`config.mk`:
```
export PLATFORM = sky130hd
export DESIGN_NAME = ps2_tx_apb_flat
export DESIGN_NICKNAME = d
export VERILOG_FILES = /design/src/rtl/ps2_tx_apb_if.sv /design/src/rtl/ps2_tx_apb.sv /design/src/flat_wrapper.sv
export SDC_FILE = /design/constraint.sdc
export NUM_CORES = 1
export LEC_CHECK = 0
export CORE_MARGIN = 4
export CORE_UTILIZATION = 52
export DETAILED_ROUTE_END_ITERATION = 7
export HOLD_SLACK_MARGIN = 0.08
export MAX_ROUTING_LAYER = met4
export PLACE_DENSITY = 0.95
export SLEW_MARGIN = 20
export SYNTH_ARGS = -nofsm -noshare
export SYNTH_HDL_FRONTEND = slang
export SYNTH_SLANG_ARGS = --single-unit
```
`constraint.sdc`:
```
create_clock -name clock -period 5.8 [get_ports clock]
set_input_delay 0.87 -clock clock [delete_from_list [all_inputs] [get_ports clock]]
set_output_delay 0.87 -clock clock [all_outputs]
set_load 0.02 [all_outputs]
```
`src/rtl/ps2_tx_apb_if.sv`:
```
// APB slave bus bundle for the PS/2 transmitter register block.
interface ps2_tx_apb_if;
   logic [31:0] paddr;
   logic        psel;
   logic        penable;
   logic [2:0]  pprot;
   logic        pwrite;
   logic [31:0] pwdata;
   logic [3:0]  pstrb;
   logic        pready;
   logic [31:0] prdata;
   logic        pslverr;

   modport slave (
      input  paddr, psel, penable, pprot, pwrite, pwdata, pstrb,
      output pready, prdata, pslverr
   );

   modport master (
      output paddr, psel, penable, pprot, pwrite, pwdata, pstrb,
      input  pready, prdata, pslverr
   );
endinterface

```
`src/rtl/ps2_tx_apb.sv`:
```
// PS/2 host-to-device byte transmitter with an APB register front end.
// TXDATA (offset 0) starts a frame; STATUS (offset 4) reports busy/done/ack_err/timeout.
module ps2_tx_apb #(
   parameter int CLK_INHIBIT_CYCLES = 5000,
   parameter int TIMEOUT_CYCLES     = 750000
) (
   input  logic clock,
   input  logic reset,
   ps2_tx_apb_if.slave apb,
   input  logic ps2_clk,
   input  logic ps2_data,
   output logic ps2_clk_oe,
   output logic ps2_data_oe
);
   localparam int IW = $clog2(CLK_INHIBIT_CYCLES + 1);
   localparam int TW = $clog2(TIMEOUT_CYCLES + 1);

   typedef enum logic [1:0] {IDLE, INHIBIT, SEND, ACK} state_t;

   state_t        state, state_n;
   logic [IW-1:0] inh_cnt, inh_n;
   logic [TW-1:0] tmo_cnt, tmo_n, tmo_inc;
   logic [3:0]    bit_cnt, bit_n;
   logic [7:0]    tx_byte;
   logic          parity;
   logic          done, ack_err, timeout;
   logic [2:0]    clk_sync;
   logic [1:0]    data_sync;
   logic          clk_oe_n, data_oe_n;
   logic          ack_evt, tmo_evt, tmo_hit;
   logic          clk_fall;
   logic [9:0]    frame;

   logic          access, wr, wr_tx, wr_go, rd_status;
   logic [1:0]    reg_sel;
   logic          unused;

   assign unused    = ^{apb.pprot, apb.paddr[31:4], apb.paddr[1:0], apb.pwdata[31:8], apb.pstrb[3:1]};

   assign reg_sel   = apb.paddr[3:2];
   assign access    = apb.psel & apb.penable;
   assign wr        = access & apb.pwrite;
   assign wr_tx     = wr & (reg_sel == 2'd0);
   assign wr_go     = wr_tx & apb.pstrb[0] & (state == IDLE);
   assign rd_status = access & ~apb.pwrite & (reg_sel == 2'd1);

   assign apb.pready  = access;
   assign apb.pslverr = wr_tx & (state != IDLE);

   // Read mux: decoded from the address alone, zero for unmapped offsets.
   always_comb begin
      apb.prdata = 32'd0;
      case (reg_sel)
         2'd0:    apb.prdata = {24'd0, tx_byte};
         2'd1:    apb.prdata = {28'd0, timeout, ack_err, done, state != IDLE};
         default: apb.prdata = 32'd0;
      endcase
   end

   assign clk_fall = clk_sync[2] & ~clk_sync[1];
   assign frame    = {1'b1, parity, tx_byte};
   assign tmo_inc  = tmo_cnt + TW'(1);
   assign tmo_hit  = (tmo_inc == TW'(TIMEOUT_CYCLES));

   // Line synchronisers; reset to the idle-high line level so no false edge appears.
   always_ff @(posedge clock) begin
      if (reset) begin
         clk_sync  <= 3'b111;
         data_sync <= 2'b11;
      end else begin
         clk_sync  <= {clk_sync[1:0], ps2_clk};
         data_sync <= {data_sync[0], ps2_data};
      end
   end

   // State, counters and registered line drivers.
   always_ff @(posedge clock) begin
      if (reset) begin
         state       <= IDLE;
         inh_cnt     <= '0;
         tmo_cnt     <= '0;
         bit_cnt     <= '0;
         ps2_clk_oe  <= 1'b0;
         ps2_data_oe <= 1'b0;
      end else begin
         state       <= state_n;
         inh_cnt     <= inh_n;
         tmo_cnt     <= tmo_n;
         bit_cnt     <= bit_n;
         ps2_clk_oe  <= clk_oe_n;
         ps2_data_oe <= data_oe_n;
      end
   end

   // Next-state logic; line drive values are computed for the cycle being entered.
   always_comb begin
      state_n   = state;
      inh_n     = inh_cnt;
      tmo_n     = tmo_cnt;
      bit_n     = bit_cnt;
      clk_oe_n  = 1'b0;
      data_oe_n = ps2_data_oe;
      ack_evt   = 1'b0;
      tmo_evt   = 1'b0;
      case (state)
         IDLE: begin
            data_oe_n = 1'b0;
            if (wr_go) begin
               state_n   = INHIBIT;
               inh_n     = '0;
               clk_oe_n  = 1'b1;
               data_oe_n = (CLK_INHIBIT_CYCLES == 1);
            end
         end
         INHIBIT: begin
            clk_oe_n = 1'b1;
            if (inh_cnt == IW'(CLK_INHIBIT_CYCLES - 1)) begin
               state_n   = SEND;
               clk_oe_n  = 1'b0;
               data_oe_n = 1'b1;
               tmo_n     = '0;
               bit_n     = '0;
            end else begin
               inh_n     = inh_cnt + IW'(1);
               data_oe_n = (inh_n == IW'(CLK_INHIBIT_CYCLES - 1));
            end
         end
         SEND: begin
            tmo_n = tmo_inc;
            if (tmo_hit) begin
               state_n   = IDLE;
               data_oe_n = 1'b0;
               tmo_evt   = 1'b1;
            end else if (clk_fall) begin
               data_oe_n = ~frame[bit_cnt];
               bit_n     = bit_cnt + 4'd1;
               if (bit_cnt == 4'd9) state_n = ACK;
            end
         end
         ACK: begin
            tmo_n = tmo_inc;
            if (tmo_hit) begin
               state_n   = IDLE;
               data_oe_n = 1'b0;
               tmo_evt   = 1'b1;
            end else if (clk_fall) begin
               state_n   = IDLE;
               data_oe_n = 1'b0;
               ack_evt   = 1'b1;
            end
         end
         default: state_n = IDLE;
      endcase
   end

   // Byte latch and sticky flags; later assignments win, so a flag set beats a STATUS-read clear.
   always_ff @(posedge clock) begin
      if (reset) begin
         tx_byte <= 8'd0;
         parity  <= 1'b0;
         done    <= 1'b0;
         ack_err <= 1'b0;
         timeout <= 1'b0;
      end else begin
         if (rd_status) begin
            done    <= 1'b0;
            ack_err <= 1'b0;
            timeout <= 1'b0;
         end
         if (ack_evt) begin
            done    <= 1'b1;
            ack_err <= data_sync[1];
         end
         if (tmo_evt) begin
            done    <= 1'b0;
            timeout <= 1'b1;
         end
         if (wr_go) begin
            tx_byte <= apb.pwdata[7:0];
            parity  <= ~^apb.pwdata[7:0];
            done    <= 1'b0;
            ack_err <= 1'b0;
            timeout <= 1'b0;
         end
      end
   end
endmodule

```
`src/flat_wrapper.sv`:
```
// flat-port wrapper written by rule: the top's interface ports become plain ports
module ps2_tx_apb_flat 
#(
   parameter int CLK_INHIBIT_CYCLES = 5000,
   parameter int TIMEOUT_CYCLES     = 750000
)
  (clock, reset, ps2_clk, ps2_data, ps2_clk_oe, ps2_data_oe, apb_paddr, apb_psel, apb_penable, apb_pprot, apb_pwrite, apb_pwdata, apb_pstrb, apb_pready, apb_prdata, apb_pslverr);
  ps2_tx_apb_if apb_i ();
  input  logic clock;
  input  logic reset;
  input  logic ps2_clk;
  input  logic ps2_data;
  output logic ps2_clk_oe;
  output logic ps2_data_oe;
  input wire logic [$bits(apb_i.paddr)-1:0] apb_paddr;
  input wire logic [$bits(apb_i.psel)-1:0] apb_psel;
  input wire logic [$bits(apb_i.penable)-1:0] apb_penable;
  input wire logic [$bits(apb_i.pprot)-1:0] apb_pprot;
  input wire logic [$bits(apb_i.pwrite)-1:0] apb_pwrite;
  input wire logic [$bits(apb_i.pwdata)-1:0] apb_pwdata;
  input wire logic [$bits(apb_i.pstrb)-1:0] apb_pstrb;
  output wire logic [$bits(apb_i.pready)-1:0] apb_pready;
  output wire logic [$bits(apb_i.prdata)-1:0] apb_prdata;
  output wire logic [$bits(apb_i.pslverr)-1:0] apb_pslverr;
  assign apb_i.paddr = apb_paddr;
  assign apb_i.psel = apb_psel;
  assign apb_i.penable = apb_penable;
  assign apb_i.pprot = apb_pprot;
  assign apb_i.pwrite = apb_pwrite;
  assign apb_i.pwdata = apb_pwdata;
  assign apb_i.pstrb = apb_pstrb;
  assign apb_pready = apb_i.pready;
  assign apb_prdata = apb_i.prdata;
  assign apb_pslverr = apb_i.pslverr;
  ps2_tx_apb #(.CLK_INHIBIT_CYCLES(CLK_INHIBIT_CYCLES), .TIMEOUT_CYCLES(TIMEOUT_CYCLES)) u_core (.clock(clock), .reset(reset), .apb(apb_i), .ps2_clk(ps2_clk), .ps2_data(ps2_data), .ps2_clk_oe(ps2_clk_oe), .ps2_data_oe(ps2_data_oe));
endmodule
```
==> qor.csv, run 1 <==
metric,value,unit
number of remaining DRC errors,0,
syn avg cell area,7.89,um^2
Slew @ Worst Pin,1.10,ns
Slew HR,26.7,%
Worst setup SP type,input pin,
part of the cycle the worst path needs,60.8,%
DRT iter0 DRCs,264,
Max VDD drop,0.000131,V
Clock transition at path regs,0.06,ns
post-route minimum period,3.53,ns
# rows,31,
Worst Hold Class,register to register,
"Seq/Total Area, Yosys",29.6,%
metal3 WL,671,um
CP Class,input pin to primary output,
Worst Setup End Kind,primary output,
TritonRoute pass-1 iters,5,
first-pass GRT wire length,16.0,mm
Hold Buf Count CTS,0,
Slew Limit Fails,0,
worst skew pair latency,0.35,ns
status,"finished, final reports clean",
Netlist cell types,70,
final count of hold timing violations,0,
Synth area leaders,"dfxtp_1 30%, a21oi_1 6.1%, buf_4 5.4%",
CTS max path bufs,2,
Final nets,595,
largest net degree at the start of global routing,53,
ANT cells,0,
GPL Wtd Cong,0.918,
worst endpoint required time,4.93,ns
Sink Count,58,
post-DP HPWL,6.69,mm
Worst Clk Skew,0.0126,ns
cts repair resizes,0,
"Area growth, synth to finish",8.68,%
Max Freq,284,MHz
Die X,94.9,um
GRT Util Overall,22.9,%
CTS root buffer,clkbuf_8,
most common cell type on the critical path,clkdlybuf4s50_1,
number of synthesized flops with an enable pin,0,
DR vias/cell,6.03,
fraction of layout cells with a size suffix above 1,7.03,%
RSZ-0062 raised after global routing,no,
Power Density,211,mW/mm^2
number of antenna violations at the first check in global routing,0,
vias in the first global route,3408,
LEAKAGE,1.56,nW
number of max-cap violations,0,
# port buffers,29,
H-tree depth,3,
"critical path, cell by cell",clkdlybuf4s50_1 -> nor2_1 -> and4_1 -> clkdlybuf4s50_1,
CP peak stage delay,0.60,ns
Die H,94.9,um
met2 routed WL,4.90,mm
CTS tree,yes,
Final setup viols,0,
Post-CTS Repair Setup Buffers,0,
CP max FO,7,
flip-flop and latch count after synthesis,58,
DR vias,3684,
crit path DAT,2.66,ns
yosys warns,0,
Synth top cells by count,"58 x dfxtp_1, 55 x nor2_1, 48 x a21oi_1",
Post-DRT Antenna Nets,0,
I/O pins,114,
CTS Buf Count,9,
TNS Setup,0,ns
post-synth top area cell,dfxtp_1,
met1 wire length,3.88,mm
Synth Cell Area,0.00392,mm^2
design area,0.00426,mm^2
Synth Flop Type,dfxtp_1,
top sig layer,met4,
Layout fillers,646,
Total Die Area,0.00900,mm^2
Starting Density,53.8,%
top cell type's share of synthesized area,29.6,%
total congestion overflow,0,
Routed WL,9.62,mm
Core Region,0.00729,mm^2
asr flop ratio synth,0,%
Critical-path top delay cell,clkdlybuf4s50_1,
placed instance area,0.00410,mm^2
Routed WL per cell,15.7,um
dominant cell by count in the synthesized netlist,dfxtp_1,
Post-Syn Instances,497,
-- critical path: cells and delay by family --
kind	cells	cell delay [ns]
buf+inv	2	1.16
simple gates	2	0.62
-- cells in the final DEF (no fill, tap or decap), drive strengths merged, types with 11 or more instances in the layout --
| cell type | synthesis | final |
|---|---|---|
| nand4 | 11 | 11 |
| clkdlybuf4s50 | 0 | 28 |
| nand3 | 29 | 29 |
| o21ai | 22 | 22 |
| nor3 | 11 | 11 |
| inv | 15 | 15 |
| clkbuf | 17 | 13 |
| nand2 | 29 | 29 |
| nor2 | 55 | 55 |
| dfxtp | 58 | 58 |
| conb | 1 | 24 |
| xnor2 | 11 | 11 |
| a21oi | 50 | 50 |
| mux2i | 14 | 14 |
-- layout make-up --
cell class                      instances  area, um^2  area share (%)
Clock buffer                           13         149            3.49
Inverter                               15        56.3            1.32
Tap cell                               99         124            2.91
Sequential cell                        58        1160            27.2
Timing Repair Buffer                   29         285            6.69
Multi-Input combinational cell        394        2470            58.0
Clock inverter                          3        15.0           0.352
-- layer usage --
layer,up-vias,GRT usage [%]
met3,20,5.42
met4,0,8.53
met2,164,39.2
met5,-,-
met1,1744,25.9
li1,1756,-
-- flip-flops by register name, indices dropped and copies added, names as in the netlist --
register / cells
u_core.done: 1
u_core.parity: 1
u_core.tx_byte: 8
u_core.bit_cnt: 4
u_core.inh_cnt: 13
u_core.timeout: 1
u_core.data_sync: 2
u_core.ps2_data_oe: 1
u_core.ps2_clk_oe: 1
u_core.ack_err: 1
u_core.tmo_cnt: 20
u_core.clk_sync: 3
u_core.state: 2
-- kinds of logic after synthesis --
group / count (synthesis) / synth area share, %
other cells: 1 / 0.0956
simple gates: 207 / 29.0
mux: 17 / 5.01
flops: 58 / 29.6
buf+inv: 68 / 9.57
compound gates: 123 / 20.7
xor+xnor: 13 / 2.90
fa+ha+maj: 10 / 3.19
-- metrics by stage --
step	hold WS, ns	power, mW	util (%)	std cells	setup slack (ns)
after floorplan	0.389	0.544	-	520	3.18
after global placement	0.399	0.569	56.2	595	2.33
after detailed placement	0.412	0.576	56.2	595	2.29
after CTS	0.431	0.897	58.5	611	2.28
after global routing	0.441	0.930	58.5	611	2.08
final	0.427	0.899	58.5	611	2.27
-- final timing paths --
check        cells past startpoint                from  slack (ns)                  to
min reg2reg                      1  u_core.clk_sync[0]        0.43  u_core.clk_sync[1]
max                              4        apb_paddr[2]        2.27         apb_pslverr
min                              1  u_core.clk_sync[0]        0.43  u_core.clk_sync[1]
max reg2reg                      7     u_core.state[0]        2.36  u_core.tmo_cnt[15]
-- power breakdown --
group / total (mW) / internal, mW / switching, mW
Combinational: 0.160 / 0.0560 / 0.104
Sequential: 0.412 / 0.406 / 0.00612
Clock: 0.327 / 0.165 / 0.162
Note: power is estimated with default switching activity, not from simulation.
==> run 2, diff against run 1 <==
- CORE_UTILIZATION: 52 -> 44
- PLACE_DENSITY: 0.95 -> 0.86
- clock period: 5.8 -> 3.2 ns (I/O delays scaled with it)
==> run 2 against run 1 <==
  * Non-clock buffer count up 10
  * Critical path depth is 4 higher
  * Cell count is 3.1% higher
  * Count of clock-buffer cells in the layout is 4 lower
  * Highest routed layer unchanged
  * First-iteration DRC count down 3.0%
  * Wire length rose by 0.18%
  * Via count up 0.27%
  * Clock skew hardly changed
==> qor.csv, run 2 (same netlist as run 1, synthesis figures left out) <==
metric,value,unit,change
crit path DAT,3.10,ns,+0.44 ns
Max VDD drop,0.000257,V,+96%
share of power burned in the clock network,42.6,%,+6.2 points
first-pass GRT wire length,16.3,mm,+1.9%
Die X,102,um,+8.0%
"Area growth, synth to finish",12.5,%,
fraction of layout cells with a size suffix above 1,9.58,%,+2.5 points
Sink Count,58,,unchanged
worst skew pair latency,0.36,ns,about the same
Slew @ Worst Pin,0.927,ns,-0.168 ns
Switching Fraction,29.4,%,-0.90 points
top flop regs,"u_core.tmo_cnt: 20 flops, u_core.inh_cnt: 13 flops, u_core.tx_byte: 8 flops",,
CTS max path bufs,2,,unchanged
TNS Setup,0,ns,unchanged
RSZ-0062 raised after global routing,no,,
post-route minimum period,2.85,ns,
Layout fillers,803,,+24%
post-DP HPWL,6.76,mm,+1.1%
"commonest non-fill, non-tap cell in the layout",dfxtp_1,,
Seq pwr share,40.8,%,-5.0 points
CTS Buf Count,9,,unchanged
Largest Register,u_core.tmo_cnt,,
Power Total,1.82,mW,+100%
Final nets,605,,+1.7%
Routed WL per cell,15.3,um,-2.8%
CP peak stage delay,0.48,ns,-0.12 ns
# rows,34,,+9.7%
hold path startpoint,u_core.clk_sync[0],,
"delay-heaviest family, CP",simple AND/OR/NAND/NOR gates,,
Psw,0.537,mW,+97%
worst endpoint required time,3.45,ns,-1.48 ns
CTS root buffer,clkbuf_8,,
I/O pins,114,,unchanged
GRT Util Overall,19.7,%,-3.2 points
Worst Clk Skew,0.0128,ns,+0.000191 ns
Starting Density,45.2,%,-8.6 points
number of remaining DRC errors,0,,unchanged
number of flip-flops in the largest register,20,,unchanged
Slew HR,38.1,%,+11 points
status,"finished, final reports clean",,
total congestion overflow,0,,unchanged
"critical path, cell by cell",ha_1 -> and3_1 -> xnor2_1 -> a2bb2oi_1 -> nor4_2 -> nand4_4 -> nand4_1 -> mux2_1,,
CP Class,register to register,,
DR vias,3694,,+0.27%
worst r2r src,u_core.tmo_cnt[1],,
P_int,1.29,mW,+110%
final count of hold timing violations,0,,unchanged
combinational fraction of design power,16.7,%,-1.1 points
Critical Path Source,u_core.tmo_cnt[1],,
Die H,102,um,+8.0%
ANT cells,0,,unchanged
GPL Wtd Cong,0.961,,+4.6%
Final setup viols,0,,unchanged
vias in the first global route,3500,,+2.7%
CTS tree,yes,,
number of max-cap violations,0,,unchanged
Worst Hold Class,register to register,,
DRT iter0 DRCs,256,,-3.0%
Routed WL,9.63,mm,+0.18%
Power Density,413,mW/mm^2,+96%
Post-DRT Antenna Nets,0,,unchanged
Total Die Area,0.0105,mm^2,+17%
Util after Layout,50.9,%,-7.6 points
H-tree depth,3,,unchanged
Slew Limit Fails,0,,unchanged
Critical-path top delay cell,dfxtp_1,,
Buf/Inv on CP,0,,-2
Hold Buf Count CTS,0,,unchanged
# port buffers,29,,unchanged
largest net degree at the start of global routing,41,,-23%
DR vias/cell,5.86,,-2.8%
Clock transition at path regs,0.08,ns,+0.02 ns
part of the cycle the worst path needs,89.0,%,
r2r setup slk,0.35,ns,-2.01 ns
number of antenna violations at the first check in global routing,0,,unchanged
LEAKAGE,1.63,nW,+4.4%
TritonRoute pass-1 iters,5,,unchanged
Worst Setup End Kind,register,,
cts repair resizes,0,,unchanged
register area,0.00116,mm^2,unchanged
Worst setup SP type,register,,
Post-CTS Repair Setup Buffers,0,,unchanged
most frequent cells in the layout,"58 x dfxtp_1, 54 x nor2_1, 48 x a21oi_1, 29 x nand2_1, 29 x nand3_1",,
area occupied by multi-input gates,0.00247,mm^2,+0.10%
Max Freq,351,MHz,
CP max FO,16,,+9
Core Region,0.00868,mm^2,+19%
## run 2: worst register-to-register path: stages (launching register included)
cell and delay, ns:
dfxtp_1 0.48, ha_1 0.41, and3_1 0.40, xnor2_1 0.16, a2bb2oi_1 0.10, nor4_2 0.36, nand4_4 0.30, nand4_1 0.21
mux2_1 0.33
## run 2: metal layers
layer,track usage [%],up-vias,wire [um],part of all wire (%)
met2,32.8,134,4810,50
met4,6.16,0,106,1.1
li1,-,1779,-,-
met1,23.5,1767,4110,43
met3,4.85,14,608,6.3
met5,-,-,0,0
## run 2: stage by stage
stage | instances | instance area [um^2] | hold slack (ns) | setup slack, ns
2_1_floorplan | 520 | 4010 | 0.389 | 0.931
3_5_place_dp | 614 | 4190 | 0.398 | 0.397
6_report | 630 | 4410 | 0.412 | 0.351
3_3_place_gp | 614 | 4190 | 0.398 | 0.468
4_1_cts | 630 | 4410 | 0.417 | 0.397
5_1_grt | 630 | 4410 | 0.430 | 0.145
## run 2: path summary, 6_finish.rpt
path	to	depth (start not counted)
setup reg to reg	u_core.bit_cnt[2]	8
hold / removal	u_core.clk_sync[1]	1
hold reg to reg	u_core.clk_sync[1]	1
setup / recovery	u_core.bit_cnt[2]	8
## run 2: power groups by stage
stage	registers (mW)	clock network [mW]	logic, mW
after floorplan	0.761	0	0.225
after global placement	0.760	0	0.286
after detailed placement	0.761	0	0.295
after CTS	0.744	0.788	0.298
after global routing	0.745	0.819	0.324
final	0.744	0.776	0.304
## run 2: area by class of cell
cell class / instances / area share (%)
multi-input cells: 394 / 56.1
clock inverters: 7 / 2.30
inverters: 15 / 1.28
well taps: 108 / 3.06
flip-flops and latches: 58 / 26.3
clock buffers: 9 / 2.81
repair buffers: 39 / 8.17
==> run 3, diff against run 2 <==
- SKIP_LAST_GASP: unset -> 1
==> results of run 3 <==
Same layout as run 2: the final DEF is identical, and so are final timing and power.
